$ cat config.mk
export PLATFORM = sky130hd
export DESIGN_NAME = reg_bank_write_arbiter_flat
export DESIGN_NICKNAME = d
export VERILOG_FILES = /design/src/rtl/reg_bank_pkg.sv /design/src/rtl/reg_bank_write_arbiter_if.sv /design/src/rtl/rr_arbiter.sv /design/src/rtl/reg_bank_write_arbiter.sv /design/src/flat_wrapper.sv
export SDC_FILE = /design/constraint.sdc
export NUM_CORES = 1
export LEC_CHECK = 0
export CAP_MARGIN = 30
export CELL_PAD_IN_SITES_DETAIL_PLACEMENT = 1
export CELL_PAD_IN_SITES_GLOBAL_PLACEMENT = 1
export CORE_MARGIN = 5
export CORE_UTILIZATION = 29
export CTS_CLUSTER_DIAMETER = 100
export DETAILED_ROUTE_END_ITERATION = 8
export GPL_ROUTABILITY_DRIVEN = 0
export HOLD_SLACK_MARGIN = 0.12
export PLACE_DENSITY = 0.84
export SLEW_MARGIN = 40
export SYNTH_ARGS = -nofsm -noshare
export SYNTH_HDL_FRONTEND = slang
export SYNTH_HIERARCHICAL = 1
export SYNTH_SLANG_ARGS = --single-unit
$ cat constraint.sdc
create_clock -name CLK -period 4.6 [get_ports CLK]
set_clock_uncertainty 0.15 [all_clocks]
set_input_delay 0.92 -clock CLK [delete_from_list [all_inputs] [get_ports CLK]]
set_output_delay 0.92 -clock CLK [all_outputs]
set_load 0.1 [all_outputs]
$ cat src/rtl/reg_bank_pkg.sv
// Shared types and helpers for register bank write arbitration.
// Default widths, write-request bundle and CE decode.
package reg_bank_pkg;

  localparam int DEF_ADDR_WIDTH = 3;
  localparam int DEF_DATA_WIDTH = 16;
  localparam int ADDR_SPAN = 1 << DEF_ADDR_WIDTH;

  typedef struct packed {
    logic [DEF_ADDR_WIDTH-1:0] addr;
    logic [DEF_DATA_WIDTH-1:0] data;
  } reg_wr_t;

  function automatic logic [ADDR_SPAN-1:0] onehot_decode(
    input logic [DEF_ADDR_WIDTH-1:0] addr
  );
    logic [ADDR_SPAN-1:0] oh;
    oh = '0;
    oh[addr] = 1'b1;
    return oh;
  endfunction

endpackage

$ cat src/rtl/reg_bank_write_arbiter_if.sv
// Requester-side write bus: packed per-master valid/addr/data
// plus one-hot ready returned by the arbiter.
interface reg_bank_write_arbiter_if #(
  parameter int NUM_REQ    = 4,
  parameter int ADDR_WIDTH = 3,
  parameter int DATA_WIDTH = 16
);

  logic [NUM_REQ-1:0]            REQ_VALID;
  logic [NUM_REQ*ADDR_WIDTH-1:0] REQ_ADDR;
  logic [NUM_REQ*DATA_WIDTH-1:0] REQ_DATA;
  logic [NUM_REQ-1:0]            REQ_READY;

  modport master (
    output REQ_VALID,
    output REQ_ADDR,
    output REQ_DATA,
    input  REQ_READY
  );

  modport slave (
    input  REQ_VALID,
    input  REQ_ADDR,
    input  REQ_DATA,
    output REQ_READY
  );

endinterface

$ cat src/rtl/rr_arbiter.sv
// Round-robin arbiter with a rotating priority pointer.
// Pointer moves past the granted index on each UPDATE strobe.
module rr_arbiter #(
  parameter int NUM_REQ = 4,
  localparam int IW = (NUM_REQ > 1) ? $clog2(NUM_REQ) : 1
) (
  input  logic               CLK,
  input  logic               RSTN,
  input  logic               ENABLE,
  input  logic               UPDATE,
  input  logic [NUM_REQ-1:0] VALID,
  output logic [NUM_REQ-1:0] GRANT,
  output logic [IW-1:0]      GRANT_IDX
);

  logic [IW-1:0] ptr_q;
  logic [IW-1:0] ptr_d;
  logic          found;
  int            idx;

  // first valid requester at or above the pointer, wrapping
  always_comb begin
    GRANT     = '0;
    GRANT_IDX = '0;
    found     = 1'b0;
    idx       = 0;
    if (ENABLE) begin
      for (int k = 0; k < NUM_REQ; k++) begin
        idx = (int'(ptr_q) + k) % NUM_REQ;
        if (!found && VALID[idx]) begin
          found      = 1'b1;
          GRANT[idx] = 1'b1;
          GRANT_IDX  = IW'(idx);
        end
      end
    end
  end

  // pointer steps to the requester after the winner
  always_comb begin
    ptr_d = ptr_q;
    if (UPDATE) begin
      if (GRANT_IDX == IW'(NUM_REQ - 1)) begin
        ptr_d = '0;
      end else begin
        ptr_d = GRANT_IDX + 1'b1;
      end
    end
  end

  // pointer register
  always_ff @(posedge CLK) begin
    if (!RSTN) begin
      ptr_q <= '0;
    end else begin
      ptr_q <= ptr_d;
    end
  end

endmodule

$ cat src/rtl/reg_bank_write_arbiter.sv
// Shares register-bank write access among NUM_REQ masters.
// One round-robin grant per cycle, write lands one cycle later.
module reg_bank_write_arbiter
  import reg_bank_pkg::*;
#(
  parameter int NUM_REQ    = 4,
  parameter int NUM_REGS   = 8,
  parameter int DATA_WIDTH = DEF_DATA_WIDTH,
  parameter int ADDR_WIDTH = DEF_ADDR_WIDTH,
  localparam int IW = $clog2(NUM_REQ)
) (
  input  logic                   CLK,
  input  logic                   RSTN,
  input  logic                   STALL,
  reg_bank_write_arbiter_if.slave req,
  output logic [NUM_REGS-1:0]    REG_CE,
  output logic [DATA_WIDTH-1:0]  REG_DIN,
  output logic [IW-1:0]          GRANT_ID,
  output logic                   ADDR_ERR
);

  logic [NUM_REQ-1:0]    grant;
  logic [IW-1:0]         gidx;
  logic                  hs;
  logic                  arb_en;
  reg_wr_t               sel;
  logic [ADDR_SPAN-1:0]  dec;
  logic                  oob;

  logic [NUM_REGS-1:0]   ce_q,   ce_d;
  logic [DATA_WIDTH-1:0] din_q,  din_d;
  logic [IW-1:0]         gid_q,  gid_d;
  logic                  aerr_q, aerr_d;

  assign arb_en        = RSTN & ~STALL;
  assign req.REQ_READY = grant;
  assign hs            = |(req.REQ_VALID & grant);

  rr_arbiter #(
    .NUM_REQ (NUM_REQ)
  ) u_arb (
    .CLK       (CLK),
    .RSTN      (RSTN),
    .ENABLE    (arb_en),
    .UPDATE    (hs),
    .VALID     (req.REQ_VALID),
    .GRANT     (grant),
    .GRANT_IDX (gidx)
  );

  // route the winner's request and decode its index
  always_comb begin
    sel      = '0;
    sel.addr = req.REQ_ADDR[int'(gidx)*ADDR_WIDTH +: ADDR_WIDTH];
    sel.data = req.REQ_DATA[int'(gidx)*DATA_WIDTH +: DATA_WIDTH];
    dec      = onehot_decode(sel.addr);
  end

  // decoded bits above the bank mean an out-of-range index
  if (NUM_REGS < ADDR_SPAN) begin : g_oob
    assign oob = |dec[ADDR_SPAN-1:NUM_REGS];
  end else begin : g_full
    assign oob = 1'b0;
  end

  // next write-stage contents; CE/ERR are single-cycle pulses
  always_comb begin
    ce_d   = '0;
    din_d  = din_q;
    gid_d  = gid_q;
    aerr_d = 1'b0;
    if (hs) begin
      din_d = sel.data;
      gid_d = gidx;
      if (oob) begin
        aerr_d = 1'b1;
      end else begin
        ce_d = dec[NUM_REGS-1:0];
      end
    end
  end

  // write-stage register
  always_ff @(posedge CLK) begin
    if (!RSTN) begin
      ce_q   <= '0;
      din_q  <= '0;
      gid_q  <= '0;
      aerr_q <= 1'b0;
    end else begin
      ce_q   <= ce_d;
      din_q  <= din_d;
      gid_q  <= gid_d;
      aerr_q <= aerr_d;
    end
  end

  assign REG_CE   = ce_q;
  assign REG_DIN  = din_q;
  assign GRANT_ID = gid_q;
  assign ADDR_ERR = aerr_q;

endmodule
$ cat src/flat_wrapper.sv
// flat-port wrapper written by rule: the top's interface ports become plain ports
module reg_bank_write_arbiter_flat import reg_bank_pkg::*;
#(
  parameter int NUM_REQ    = 4,
  parameter int NUM_REGS   = 8,
  parameter int DATA_WIDTH = DEF_DATA_WIDTH,
  parameter int ADDR_WIDTH = DEF_ADDR_WIDTH,
  localparam int IW = $clog2(NUM_REQ)
)
  (CLK, RSTN, STALL, REG_CE, REG_DIN, GRANT_ID, ADDR_ERR, req_REQ_VALID, req_REQ_ADDR, req_REQ_DATA, req_REQ_READY);
  reg_bank_write_arbiter_if #(.NUM_REQ(NUM_REQ), .ADDR_WIDTH(ADDR_WIDTH), .DATA_WIDTH(DATA_WIDTH)) req_i ();
  input  logic CLK;
  input  logic RSTN;
  input  logic STALL;
  output logic [NUM_REGS-1:0] REG_CE;
  output logic [DATA_WIDTH-1:0] REG_DIN;
  output logic [IW-1:0] GRANT_ID;
  output logic ADDR_ERR;
  input wire logic [$bits(req_i.REQ_VALID)-1:0] req_REQ_VALID;
  input wire logic [$bits(req_i.REQ_ADDR)-1:0] req_REQ_ADDR;
  input wire logic [$bits(req_i.REQ_DATA)-1:0] req_REQ_DATA;
  output wire logic [$bits(req_i.REQ_READY)-1:0] req_REQ_READY;
  assign req_i.REQ_VALID = req_REQ_VALID;
  assign req_i.REQ_ADDR = req_REQ_ADDR;
  assign req_i.REQ_DATA = req_REQ_DATA;
  assign req_REQ_READY = req_i.REQ_READY;
  reg_bank_write_arbiter #(.NUM_REQ(NUM_REQ), .NUM_REGS(NUM_REGS), .DATA_WIDTH(DATA_WIDTH), .ADDR_WIDTH(ADDR_WIDTH)) u_core (.CLK(CLK), .RSTN(RSTN), .STALL(STALL), .req(req_i), .REG_CE(REG_CE), .REG_DIN(REG_DIN), .GRANT_ID(GRANT_ID), .ADDR_ERR(ADDR_ERR));
endmodule
Word level (Yosys, flattened, before mapping)
Index checks and enable logic that the tools add are counted.
- register bits: 28
- output and inout bits: 31
- logic and storage cells: 88
- $add $sub $neg: 4
- $mul: 1
- $lt $le $gt $ge: 10
- equal/unequal tests: 1
- shift operators: 2
- multiplexer cells: 41
- bitwise operators: 9
- reductions and logical operators: 16
- operators by type and width (operator ; number):
    $shiftx A64 B7 Y16 ; 1
    $mux W4 ; 8
    $shiftx A12 B32 Y3 ; 1
    $mux W1 ; 18
    $lt A3 B4 Y1 const B ; 4
    $ge A3 B1 Y1 const B ; 4
    $mux W2 ; 6
    $or A4 B4 Y4 ; 3
    $bmux W1 S2 ; 4
    $demux W1 S2 ; 4
    $logic_and A1 B1 Y1 ; 8
    $reduce_or A2 Y1 ; 3
    $add A2 B1 Y2 const B ; 2
    $add A2 B2 Y2 const B ; 2
    $and A4 B4 Y4 ; 1
    $mul A2 B2 Y4 const B ; 1
    $reduce_or A4 Y1 ; 1
    $and A1 B1 Y1 const A ; 3
    $demux W1 S3 ; 1
    $logic_not A1 Y1 ; 3
    $lt A2 B3 Y1 const B ; 1
    $eq A2 B2 Y1 const B ; 1
    $ge A2 B1 Y1 const B ; 1
    $reduce_and A2 Y1 ; 1
    other kinds (2) ; 2

Longest topological paths before layout
- depth after elaboration: 23
- gate-level depth with buffers: 14
- depth with buffers taken out: 11

Hierarchy
The synthesis kept the hierarchy.
- modules (own cells, without submodules) (module ; times used ; cells each ; area each (um^2) ; sequential area each (um^2)):
    reg_bank_write_arbiter ; 1 ; 115 ; 1376.3 ; 520.5
    rr_arbiter ; 1 ; 101 ; 849.6 ; 40.0

Worst setup path before layout
No wires, ideal clock.
- path type: reg2reg
- start point: register u_core.u_arb.ptr_q[0]
- end point: register u_core.u_arb.ptr_q[0]
- setup time: 116 ps
- arrival time: 5087 ps
- data required time: 4334 ps
- slack: -754 ps
- stages on the path, launching flop included: 15
- period minus slack after synthesis: 5354 ps
- path through: dfxtp_1 buf_6 inv_1 ha_1 buf_6 or3b_4 a2111oi_4 nor2_2 o22ai_1 a22oi_1 nand2_1 clkbuf_1 nor3b_1 a41o_1 a41o_1
- word-level cells in the longest chain between the ends: 18
- elaborated cells on any way between the ends: 73
- classes of those cells: add/sub: 4; order compare: 8; eq/ne: 1; mux: 39; bitwise: 7; reduce/logical: 14
- ends and longest elaborated chain (item ; line ; text):
    start: declaration ; rr_arbiter.sv:16 ; logic [IW-1:0] ptr_q;
    start signal: assignment ; rr_arbiter.sv:56 ; ptr_q <= ptr_d;
    $add A2 B1 Y2 / $bmux W1 S2 (equally long branches) ; rr_arbiter.sv:29, rr_arbiter.sv:30 ;
    $reduce_or A2 Y1 (no source line) / $mux W1 (equally long branches) ; - ;
    $and A1 B1 Y1 (no source line) / $mux W1 (equally long branches) ; - ;
    $lt A3 B4 Y1 (implied by the code) (tied with other cells) ; rr_arbiter.sv:32 ; GRANT[idx] = 1'b1;
    $logic_and A1 B1 Y1 (implied by the code) / $logic_not A1 Y1 (equally long branches) ; rr_arbiter.sv:32, rr_arbiter.sv:30 ;
    $mux W1 (implied by the code) / $logic_and A1 B1 Y1 (equally long branches) ; rr_arbiter.sv:32, rr_arbiter.sv:30 ;
    $demux W1 S2 / $mux W1 (equally long branches) ; rr_arbiter.sv:32, rr_arbiter.sv:30 ;
    $or A4 B4 Y4 (no source line) / $mux W1 (equally long branches) ; - ;
    [4 not listed] ; - ;
    $mux W4 / $logic_not A1 Y1 (equally long branches) ; rr_arbiter.sv:27, rr_arbiter.sv:30 ;
    $or A4 B4 Y4 (no source line) / $logic_and A1 B1 Y1 (equally long branches) ; - ;
    $mux W4 * ; rr_arbiter.sv:30 ; if (!found && VALID[idx]) begin
    $mux W4 * ; rr_arbiter.sv:27 ; if (ENABLE) begin
    named net req_REQ_READY[0] ; flat_wrapper.sv:22 ; output wire logic [$bits(req_i.REQ_READY)-1:0] req_REQ_READY;
    $and A4 B4 Y4 * ; reg_bank_write_arbiter.sv:37 ; assign hs = |(req.REQ_VALID & grant);
    $reduce_or A4 Y1 * ; reg_bank_write_arbiter.sv:37 ;
    named net u_core.hs ; reg_bank_write_arbiter.sv:24 ; logic hs;
Mark *: on every way through the listed nets, which the timed path passes. The rest lies on a longest branch. The select of a mux whose other input is x is not followed.
A chain may end at the register's enable or synchronous reset.

Worst setup path in the final report
- start point: register u_core.u_arb.ptr_q[1]
- end point: output port req_REQ_READY[0]
- word-level cells in the longest chain between the ends: 16
- elaborated cells on any way between the ends: 63
- classes of those cells: add/sub: 3; order compare: 8; mux: 33; bitwise: 6; reduce/logical: 13
- ends and longest elaborated chain (item ; line):
    $add A2 B1 Y2 / $bmux W1 S2 (equally long branches) ; rr_arbiter.sv:29, rr_arbiter.sv:30
    $reduce_or A2 Y1 (no source line) / $mux W1 (equally long branches) ; -
    $and A1 B1 Y1 (no source line) / $mux W1 (equally long branches) ; -
    $lt A3 B4 Y1 (implied by the code) (tied with other cells) ; rr_arbiter.sv:32
    $logic_and A1 B1 Y1 (implied by the code) / $logic_not A1 Y1 (equally long branches) ; rr_arbiter.sv:32, rr_arbiter.sv:30
    $mux W1 (implied by the code) / $logic_and A1 B1 Y1 (equally long branches) ; rr_arbiter.sv:32, rr_arbiter.sv:30
    $demux W1 S2 / $mux W1 (equally long branches) ; rr_arbiter.sv:32, rr_arbiter.sv:30
    $or A4 B4 Y4 (no source line) / $mux W1 (equally long branches) ; -
    $mux W4 / $logic_not A1 Y1 (equally long branches) ; rr_arbiter.sv:30
    $mux W4 / $logic_and A1 B1 Y1 (equally long branches) ; rr_arbiter.sv:27, rr_arbiter.sv:30
    $or A4 B4 Y4 (no source line) / $mux W1 (equally long branches) ; -
    $mux W4 / $mux W1 (equally long branches) ; rr_arbiter.sv:30, rr_arbiter.sv:27
    $mux W4 / $logic_not A1 Y1 (equally long branches) ; rr_arbiter.sv:27, rr_arbiter.sv:30
    $or A4 B4 Y4 (no source line) / $logic_and A1 B1 Y1 (equally long branches) ; -
    $mux W4 * ; rr_arbiter.sv:30
    $mux W4 * ; rr_arbiter.sv:27
    end: declaration ; flat_wrapper.sv:22
Mark *: on every way between the ends. The rest lies on a longest branch, timed or not. The select of a mux whose other input is x is not followed.

==> metrics <==
status=finished clean; Antenna Cells=0; YS warnings=6; Hold Path Depth=2; via/cell ratio=5.13; met2 track demand over resource=32.6%; worst skew pair latency=280 ps; worst r2r dst=u_core/u_arb/ptr_q[1]$_SDFFE_PN0P_; max-cap viol count=0; share of the yosys chip area belonging to registers=25.2%; first drt pass iteration count=4; internal reg-to-reg setup slack=580 ps; crit-path max FO=12; relative slew slack=59.1%; final WL=7.97 mm; count of pins over their slew limit=0; clock transition at the registers of the reported paths=100 ps; number of synthesized flops with an enable pin=0; DRC=0; final-report hold violation count=0; setup TNS=0 ps; Placed Area=3370 µm²; worst reg2reg path depth=11; Crit path required time=3530 ps; pre-CTS setup slack=326 ps; Post-Syn Area=2230 µm²; unrepaired setup endpoints after global routing=no; clock sinks=28; core area=7610 µm²; fill count=852; placed insts=421; grt ovf=0; Setup WS post-layout=303 ps; Die ar.=9530 µm²; slowest stage delay, CP=660 ps; port buffer count=112; Design Area, Final=3430 µm²; Initial Util=29.3%; Max clock buf depth=2; Post-synth top cells=dfxtp_1 (28), nand2_1 (26), o2bb2ai_1 (16), mux4_2 (13), o22ai_1 (11); row cnt=32; Post-Syn Nets=307; peak supply drop=0.174 mV; FFs w/ async S/R, synth=0%; vias in the first global route=2,444; ANT nets after route=0; DR WL/cell=18.7 µm; TritonCTS clock tree=done; global-route wire length before repair=12.7 mm; Buf/Inv on CP=2; M3 GR Usage=3.37%; Die X-Extent=97.6 µm; fin cells=425; antenna violations before repair=0; Syn Area/Cell=10.3 µm²; hold slack=316 ps; top cell type by total area after synthesis=dfxtp_1; hold endpoint=u_core/GRANT_ID[1]$_SDFFE_PN0P_; Most used DFF post-synth=dfxtp_1; M1 GR Usage=17.8%; I/O Pins=114; Synth Register Bits=28; r2r startpoint=u_core/u_arb/ptr_q[1]$_SDFFE_PN0P_; Worst setup EP type=output pin; Hold Crit Class=reg -> reg; CP Cell Sequence=inv_1 > ha_1 > mux2_2 > and3_1 > a2111oi_2 > o22ai_2 > buf_12; worst-margin pin slew=612 ps; Unique masters post-synth=42; busiest grt layer=met2; Crit-path slowest cell=dfxtp_1; GRT Util Overall=16.4%; Synth area leaders=dfxtp_1 (25%), mux4_2 (13%), mux4_1 (8.3%); cts hold-fix bufs=0; startpoint class of the critical path=register; Peak Freq=233 MHz; post-route clock period utilization=93.4%; min-delay src=u_core/GRANT_ID[1]$_SDFFE_PN0P_; most frequent cell after synthesis=dfxtp_1; Net count, final=415; DR vias=2,180; CTS buffer count=3; CP delay by family, top=flip-flops; share of cells above drive strength 1=23.5%; pwr dens=341 nW/µm²; largest net degree at the start of global routing=31; # H-tree levels=1; hpwl dp=6.69 mm; Arrival @ worst endpoint=3230 ps; Die H=97.6 µm; Leakage=1.28 nW; initial drt markers=141; Synth top area share=25.2%; Gate Count Post-Synth=216; Util after Layout=45.1%; Final Critical Period=4300 ps; CP Class=reg -> out; total power=1.17 mW; buffer type at the clock tree root=clkbuf_8; Area growth, synth to finish=54.0%; Setup Viol. Count Final=0
kinds of logic (layout without fill, tap and decap cells):
logic type	Yosys count	after routing	synth area share, %
mux	33	33	28.0
other cells	1	1	0.168
buf+inv	24	131	6.18
compound gates	57	57	21.0
flops	28	28	25.2
fa+ha+maj	8	8	4.50
simple gates	65	65	15.0
power by group:
group          total, mW  internal (mW)  switching [mW]
clock              0.156         0.0767          0.0791
combinational      0.729          0.273           0.456
sequential         0.286          0.270          0.0160
placed cells by master, fill, tap and decap left out, drive strengths merged, types with 2 or more instances in the layout:
| master | netlist | final |
|---|---|---|
| and3 | 3 | 3 |
| a22o | 2 | 2 |
| ha | 8 | 8 |
| nand3 | 3 | 3 |
| buf | 14 | 40 |
| a2111oi | 4 | 4 |
| o21ai | 8 | 8 |
| nand2b | 7 | 7 |
| o2bb2ai | 16 | 16 |
| nand3b | 3 | 3 |
| o22ai | 11 | 11 |
| nand2 | 26 | 26 |
| a22oi | 2 | 2 |
| a41o | 2 | 2 |
| mux2i | 8 | 8 |
| or3b | 2 | 2 |
| mux4 | 20 | 20 |
| nor2 | 11 | 11 |
| a21oi | 6 | 6 |
| mux2 | 5 | 5 |
| nor3b | 4 | 4 |
| nor2b | 2 | 2 |
| clkdlybuf4s50 | 0 | 82 |
| clkbuf | 5 | 4 |
| inv | 5 | 5 |
| dfxtp | 28 | 28 |
| or3 | 2 | 2 |
sequential cells by signal (all words and copies together), names as in the netlist:
| signal | cells |
|---|---|
| u_core/GRANT_ID | 2 |
| u_core/REG_CE | 8 |
| u_core/REG_DIN | 16 |
| u_core/u_arb/ptr_q | 2 |
final cells by class:
type / instances / area (µm²) / share of cell area (%)
flip-flops and latches: 28 / 561 / 16.4
inverters: 5 / 18.8 / 0.547
clock buffers: 4 / 55.1 / 1.61
well taps: 102 / 128 / 3.72
multi-input cells: 164 / 1560 / 45.5
repair buffers: 122 / 1110 / 32.3
worst max path at each step:
stage	cells after the start	startpoint	end	slack [ps]
floorplan	14	u_core/u_arb/ptr_q[0]$_SDFFE_PN0P_	u_core/u_arb/ptr_q[0]$_SDFFE_PN0P_	30
global placement	8	req_REQ_VALID[2]	u_core/REG_CE[0]$_SDFF_PN0_	490
detailed placement	8	req_REQ_VALID[2]	u_core/REG_CE[2]$_SDFF_PN0_	330
CTS	7	u_core/u_arb/ptr_q[1]$_SDFFE_PN0P_	req_REQ_READY[1]	190
global route	7	u_core/u_arb/ptr_q[1]$_SDFFE_PN0P_	req_REQ_READY[1]	90
finish	7	u_core/u_arb/ptr_q[1]$_SDFFE_PN0P_	req_REQ_READY[0]	300
what timing repair did:
| item | in CTS | in global routing |
|---|---|---|
| setup endpoints to repair | 0 | 2 |
| buffers inserted | 0 | 0 |
| gates resized for setup | 0 | 1 |
worst register-to-register path, stage by stage, from the launching register on:
cell and delay, ps:
dfxtp_1 660, inv_1 240, ha_1 620, mux2_2 420, and3_1 200, a2111oi_2 400, o22ai_2 190, a22oi_1 440
nand2_1 180, buf_4 220, mux2i_1 150, nor2b_1 60
per-layer routing:
metal	wire, µm	part of all wire (%)	up-vias
li1	-	-	1046
met2	4410	55	68
met4	53	0.67	0
met1	3120	39	1062
met5	0	0	-
met3	379	4.8	4
(Power assumes the default switching activity.)
